==> src/rtl/ring_mon_pkg.sv <==
// Shared types and constants for the ring counter monitor: FSM state encoding
// and rotation direction selectors.
package ring_mon_pkg;

    typedef enum logic [1:0] {
        SEARCH = 2'd0,
        TRACK  = 2'd1,
        LOCKED = 2'd2
    } state_t;

    localparam int DIR_LSB2MSB = 0;
    localparam int DIR_MSB2LSB = 1;

    // good_run only has to reach LOCK_CNT, which is at most 15
    localparam int GOOD_RUN_W = 4;

endpackage

==> src/rtl/onehot_chk.sv <==
// Combinational one-hot classifier: flags whether exactly one bit of cnt is set
// and reports the index of that bit.
module onehot_chk #(
    parameter int WIDTH = 4,
    parameter int IDX_W = $clog2(WIDTH)
) (
    input  logic [WIDTH-1:0] cnt,
    output logic             legal,
    output logic [IDX_W-1:0] idx
);

    always_comb begin
        legal = 1'b0;
        idx   = '0;
        if (cnt != '0) begin
            legal = ((cnt & (cnt - WIDTH'(1))) == '0);
        end
        // idx is only meaningful when legal; for multi-hot it is the top set bit
        for (int i = 0; i < WIDTH; i++) begin
            if (cnt[i]) begin
                idx = IDX_W'(i);
            end
        end
    end

endmodule

==> src/rtl/ring_cntr_monitor.sv <==
// Ring counter monitor: tracks a one-hot ring counter, locks after LOCK_CNT
// consecutive correct rotations, reports phase, revolutions and sequence errors.
module ring_cntr_monitor
    import ring_mon_pkg::*;
#(
    parameter int WIDTH    = 4,
    parameter int DIR      = 0,
    parameter int LOCK_CNT = 2,
    parameter int REV_W    = 8,
    parameter int ERR_W    = 8,
    localparam int IDX_W   = $clog2(WIDTH)
) (
    input  logic             clk,
    input  logic             rst,
    input  logic             en,
    input  logic [WIDTH-1:0] cnt,
    output logic             locked,
    output logic [IDX_W-1:0] phase_idx,
    output logic             rev_pulse,
    output logic [REV_W-1:0] rev_cnt,
    output logic             err_pulse,
    output logic [ERR_W-1:0] err_cnt,
    output state_t           dbg_state
);

    localparam logic [WIDTH-1:0] REV_PT = (DIR == DIR_LSB2MSB) ?
                                          WIDTH'(1) : {1'b1, {(WIDTH-1){1'b0}}};

    state_t                  state_q, state_d;
    logic [WIDTH-1:0]        ref_q, ref_d;
    logic [GOOD_RUN_W-1:0]   run_q, run_d, run_inc;
    logic [WIDTH-1:0]        exp_val;
    logic                    legal, match;
    logic [IDX_W-1:0]        idx;
    logic                    rev_hit, err_hit;

    onehot_chk #(.WIDTH(WIDTH), .IDX_W(IDX_W)) u_onehot_chk (
        .cnt   (cnt),
        .legal (legal),
        .idx   (idx)
    );

    always_comb begin
        if (DIR == DIR_LSB2MSB) begin
            exp_val = {ref_q[WIDTH-2:0], ref_q[WIDTH-1]};
        end else begin
            exp_val = {ref_q[0], ref_q[WIDTH-1:1]};
        end
    end

    // A stalled counter compares against the rotated ref and so mismatches
    assign match   = (cnt == exp_val);
    assign run_inc = run_q + GOOD_RUN_W'(1);

    always_comb begin
        state_d = state_q;
        ref_d   = ref_q;
        run_d   = run_q;
        rev_hit = 1'b0;
        err_hit = 1'b0;
        if (en) begin
            case (state_q)
                SEARCH: begin
                    if (legal) begin
                        state_d = TRACK;
                        ref_d   = cnt;
                        run_d   = '0;
                    end
                end
                TRACK: begin
                    if (match) begin
                        ref_d = cnt;
                        run_d = run_inc;
                        if (run_inc == GOOD_RUN_W'(LOCK_CNT)) begin
                            state_d = LOCKED;
                        end
                    end else if (legal) begin
                        ref_d = cnt;
                        run_d = '0;
                    end else begin
                        state_d = SEARCH;
                    end
                end
                LOCKED: begin
                    if (match) begin
                        ref_d   = cnt;
                        rev_hit = (cnt == REV_PT);
                    end else begin
                        err_hit = 1'b1;
                        if (legal) begin
                            state_d = TRACK;
                            ref_d   = cnt;
                            run_d   = '0;
                        end else begin
                            state_d = SEARCH;
                        end
                    end
                end
                default: state_d = SEARCH;
            endcase
        end
    end

    always_ff @(posedge clk or negedge rst) begin
        if (!rst) begin
            state_q   <= SEARCH;
            ref_q     <= '0;
            run_q     <= '0;
            locked    <= 1'b0;
            phase_idx <= '0;
            rev_pulse <= 1'b0;
            rev_cnt   <= '0;
            err_pulse <= 1'b0;
            err_cnt   <= '0;
        end else begin
            state_q   <= state_d;
            ref_q     <= ref_d;
            run_q     <= run_d;
            locked    <= (state_d == LOCKED);
            rev_pulse <= rev_hit;
            err_pulse <= err_hit;
            if (en && legal) begin
                phase_idx <= idx;
            end
            if (rev_hit) begin
                rev_cnt <= rev_cnt + REV_W'(1);
            end
            if (err_hit && (err_cnt != '1)) begin
                err_cnt <= err_cnt + ERR_W'(1);
            end
        end
    end

    assign dbg_state = state_q;

endmodule

==> config.mk <==
export PLATFORM = sky130hd
export DESIGN_NAME = ring_cntr_monitor
export DESIGN_NICKNAME = d
export VERILOG_FILES = /design/src/rtl/ring_mon_pkg.sv /design/src/rtl/onehot_chk.sv /design/src/rtl/ring_cntr_monitor.sv
export SDC_FILE = /design/constraint.sdc
export NUM_CORES = 1
export LEC_CHECK = 0
export BUFFER_PORTS_ARGS = -buffer_cell sky130_fd_sc_hd__buf_4
export CAP_MARGIN = 20
export CELL_PAD_IN_SITES_DETAIL_PLACEMENT = 0
export CELL_PAD_IN_SITES_GLOBAL_PLACEMENT = 1
export CORE_UTILIZATION = 40
export DETAILED_ROUTE_END_ITERATION = 12
export PLACE_DENSITY_LB_ADDON = 0.12
export SLEW_MARGIN = 15
export SYNTH_ARGS = -nofsm -noshare
export SYNTH_HDL_FRONTEND = slang
export SYNTH_HIERARCHICAL = 1
export SYNTH_SLANG_ARGS = --single-unit
==> constraint.sdc <==
create_clock -name clk -period 5.5 [get_ports clk]
set_clock_uncertainty 0.15 [all_clocks]
set_input_delay 0.825 -clock clk [delete_from_list [all_inputs] [get_ports clk]]
set_output_delay 0.825 -clock clk [all_outputs]
set_load 0.02 [all_outputs]
Yosys cells after proc, flatten, opt, wreduce, memory -nomap -nowiden
Index checks and enable logic that the tools add are counted.
{"block": "totals", "in_bits": 7, "ff_bits": 31}
{"block": "classes", "n_eq_ne": 8, "bitwise": 1, "n_reduce_logical": 10, "mux": 25, "add_sub_neg": 4}
{"operator": "2-to-1 mux 4 bit", "count": 5}
{"operator": "adder 8 x 1 -> 8 bit, second input constant", "count": 2}
{"operator": "2-to-1 mux 2 bit", "count": 8}
{"operator": "one-hot mux 4 bit (3 select lines)", "count": 1}
{"operator": "2-to-1 mux 1 bit", "count": 9}
{"operator": "!= test 8 bit, second input constant", "count": 1}
{"operator": "one-hot mux 4 bit (2 select lines)", "count": 1}
{"operator": "one-hot mux 2 bit (3 select lines)", "count": 1}
{"operator": "adder 4 x 1 -> 4 bit, second input constant", "count": 1}
{"operator": "AND 4 bit", "count": 1}
{"operator": "== test 2 bit, second input constant", "count": 2}
{"operator": "== test 4 x 1 -> 1 bit, second input constant", "count": 1}
{"operator": "== test 4 x 2 -> 1 bit, second input constant", "count": 1}
{"operator": "== test 4 bit", "count": 1}
{"operator": "logical NOT 4 bit", "count": 1}
{"operator": "nonzero test 4 bit", "count": 1}
{"operator": "subtractor 4 x 1 -> 4 bit, second input constant", "count": 1}
{"operator": "AND reduction 3 bit", "count": 1}
{"operator": "nonzero test 3 bit", "count": 1}
{"operator": "== test 2 x 1 -> 1 bit, second input constant", "count": 1}
{"operator": "logical AND 1 bit", "count": 2}
{"operator": "logical NOT 2 bit", "count": 1}
{"operator": "!= test 2 bit, second input constant", "count": 1}
{"operator": "AND reduction 2 bit", "count": 1}
{"operator": "2 further kinds", "count": 2}

Depth between registers and ports, before layout
{"block": "depth", "word_depth": 9, "depth_mapped": 8, "ltp_nobuf": 7}

By module
Netlist, hierarchy kept.
{"mod": "ring_cntr_monitor", "area_each_um2": 1581.5, "cells_each": 137, "instances": 1}
{"mod": "onehot_chk", "area_each_um2": 56.3, "cells_each": 7, "instances": 1}

Worst setup path after synthesis
Ideal clock, no wire load.
{"block": "synth_timing", "path_type": "input-to-reg", "startpoint": "input cnt[3]", "endpoint": "register locked", "setup_ps": 126, "setup_slack_ps": 2884, "required_time_ps": 5224, "t_arrival_ps": 2340, "path_stages": 7, "path_cell_list": "or4b_1 > o311ai_1 > clkbuf_1 > mux2i_1 > o21ai_0 > a211o_1 > nor2b_1"}
{"block": "synth_via", "elab_chain_cells": 9, "word_cells_on_any_way": 14, "classes_between": "add/sub: 1; eq/ne: 2; mux: 8; bitwise: 1; reduce/logical: 2"}
{"element": "start, declared", "line_no": "ring_cntr_monitor.sv:16", "rtl": "input logic [WIDTH-1:0] cnt,"}
{"element": "subtractor 4 x 1 -> 4 bit", "line_no": "onehot_chk.sv:16", "rtl": "legal = ((cnt & (cnt - WIDTH'(1))) == '0);"}
{"element": "AND 4 bit", "line_no": "onehot_chk.sv:16"}
{"element": "logical NOT 4 bit", "line_no": "onehot_chk.sv:16"}
{"element": "2-to-1 mux 1 bit (*)", "line_no": "onehot_chk.sv:15", "rtl": "if (cnt != '0) begin"}
{"element": "via legal", "line_no": "ring_cntr_monitor.sv:33", "rtl": "logic legal, match;"}
{"element": "2-to-1 mux 2 bit", "line_no": "ring_cntr_monitor.sv:77", "rtl": "end else if (legal) begin"}
{"element": "2-to-1 mux 2 bit", "line_no": "ring_cntr_monitor.sv:71", "rtl": "if (match) begin"}
{"element": "one-hot mux 2 bit (3 select lines) (*)", "line_no": "ring_cntr_monitor.sv:62", "rtl": "case (state_q)"}
{"element": "2-to-1 mux 2 bit (*)", "line_no": "ring_cntr_monitor.sv:61", "rtl": "if (en) begin"}
{"element": "via state_d[1]", "line_no": "ring_cntr_monitor.sv:29", "rtl": "state_t state_q, state_d;"}
{"element": "== test 2 bit (*)", "line_no": "ring_cntr_monitor.sv:119", "rtl": "locked <= (state_d == LOCKED);"}
{"element": "end signal, assigned", "line_no": "ring_cntr_monitor.sv:119"}
{"element": "end, declared", "line_no": "ring_cntr_monitor.sv:17", "rtl": "output logic locked,"}
Mark *: on every way through the listed nets, which the timed path passes. The rest lies on a longest branch.
A chain may end at the register's enable or synchronous reset.

Final worst setup path
{"block": "layout_timing", "startpoint": "input cnt[2]", "endpoint": "register locked"}
The elaborated chain is that of the path after synthesis.

==> reports/metrics.cfg <==
[status]
status=finished clean

[grt]
grt_pass1_wl_um=5640
grt_start_max_net_pins=32
antenna_found_initial=0
gr-total-overflow=0
grtUsageTotal=0.173
grt_pass1_vias=1174

[drt]
avgRoutedWirePerCell_um=14.2
drt.antenna.violating_nets=0
totalWireLength_um=3220
drcViolationCount=0
viasPerCell=5.38
vias=1215
drtIter0Drc=26
dr.pass1.iters=4

[worst_setup_path]
endpoint_kind=register
crit_type=in2reg
start_kind=primary input
cp.arrival_ns=2.60
worstPathMaxFanout=8
worstPathRequired_ns=5.51

[clocking]
ctsHoldBuffers=0
clk_path_buf_depth=2
h-tree-depth=2
clk_pin_slew_ns=0.06
cts_root_buf=clkbuf_8
cts_tree=yes
cts_setup_buffers=0
clk-insertion-delay-late_ns=0.28
cts_resized=0
cts_buffers=5
numClockSinks=31

[sta]
setup_ws_ns=2.90
finalHoldViolations=0
slew_headroom=0.401
setup_violations=0
fmax_mhz=385
slew_viol_final=0
rsz0062_at_grt=false
fin_setup_tns_ns=0
worst_hold_slack_ns=0.319
worstMarginPinSlew_ns=0.885
final.period_utilization=0.472
period_minus_slack_ns=2.60

[place]
placed_area_mm2=0.00190
pre_cts_ws_ns=2.63
gp_congestion=0.900
dp_hpwl_um=2350
dpl.cell_count=219
numPortBuffers=29

[die]
die_area_mm2=0.00435
die_h_um=66.0
core_area_mm2=0.00380
die_w_um=66.0
rows=22
start_util=0.431
num_io_pins=30

[finish]
final_util=0.523
drive_gt1_frac=0.275
fin_cells=226
multi_input_area_um2=828
fill_cells=359
area_growth_pct=21.4
diodes=0
regArea_um2=776
fin_area_mm2=0.00199
final_nets=193

[synthesis]
yosysTopAreaCell=dfrtp_1
synth_edf_count=0
synth_fp_nets=159
synth.top_cells.by_count=dfrtp_1 (31), xnor2_1 (16), ha_1 (8), nand4_1 (8), mux2_2 (7)
synth_seq_area_share=0.474
synth_most_common_cell=dfrtp_1
synth_cell_types=40
synthTopCellsByArea=dfrtp_1 (47%), xnor2_1 (8.6%), ha_1 (6.1%)
syn_area_mm2=0.00164
avgSynthCellArea_um2=11.4
synthCells=144
synthFlopType=dfrtp_1
synth-async-reset-ratio=1.00
ys.warnings.count=6
ys_seq_elements=31
yosysTopAreaCellShare=0.474

[job]
cap_viol_max_count=0

[power]
finalPower_mw=0.616
power_density_mw_per_mm2=310
leakagePower_nw=0.935
max-vdd-ir-drop_v=0.000151

[hold_path]
min_path_type=in2async

[area by class of cell]
class                   count  share of cell area
clock buffers               6              0.0415
clock inverters             1             0.00252
inverters                   5             0.00944
multi-input cells         106               0.417
flip-flops and latches     31               0.390
well taps                  48              0.0302
repair buffers             29               0.110
[layout by cell type (no fill, tap or decap), drive strengths merged]
cell type and n:
and3 5, nand3b 3, nand2 5, a31oi 2, o311ai 1, or4b 2, clkbuf 6, o22ai 1
or2 1, nor4b 2, buf 29, xnor2 16, o21ai 4, nor2b 1, a41o 1, o221ai 1
mux2i 2, o31ai 2, a21o 2, nand4 8, nand2b 2, nand3 5, ha 8, and4 1
dfrtp 31, a211o 1, nor3 4, mux2 8, nor2 7, a21oi 4, a21bo 1, clkinv 1
or3 1, a211oi 1, inv 5, xor2 3, a311oi 1
[report_power, final]
part	leakage [nW]	switching [mW]	total (mW)	internal, mW
Clock	0.0470	0.0825	0.180	0.0980
Sequential	0.416	0.0295	0.283	0.254
Combinational	0.471	0.0843	0.153	0.0683
Total	0.935	0.196	0.616	0.420
[critical path, cell delays in order]
cell and delay [ns]:
buf_4 0.14, xnor2_1 0.12, o311ai_1 0.73, mux2i_1 0.25, o21ai_0 0.09, a211o_1 0.32, nor2b_1 0.14
[registers in the layout, indices dropped and copies added (netlist names), 2 cells and up]
register	count
dbg_state	2
phase_idx	2
err_cnt	8
run_q	4
rev_cnt	8
ref_q	4
[path summary, 6_finish.rpt]
kind	from	to	slack, ns	cells after the start
worst max-delay path	cnt[2]	locked	2.90	7
worst min-delay path	rst	run_q[0]	0.32	1
worst max register to register	dbg_state[0]	err_cnt[1]	3.37	5
worst min register to register	rev_cnt[7]	rev_cnt[7]	0.32	1
max in group asynchronous	rst	phase_idx[1]	4.59	1
min in group clk	rev_cnt[7]	rev_cnt[7]	0.32	1
[metal layers]
metal / GRT usage / vias up / wire [um]
met5: 0 / - / 0
met1: 0.227 / 586 / 1540
met2: 0.267 / 32 / 1460
met4: 0.0745 / 0 / 33
met3: 0.0448 / 6 / 185
li1: - / 591 / -
[kinds of logic after synthesis]
| family | synth area share |
|---|---|
| muxes | 0.0672 |
| and+or+nand+nor | 0.172 |
| xor gates and xnor gates | 0.102 |
| DFF | 0.474 |
| AOI/OAI and AO/OA | 0.104 |
| adders and majority gates | 0.0611 |
| buffers and inverters | 0.0206 |
Note: power is estimated with default switching activity, not from simulation.
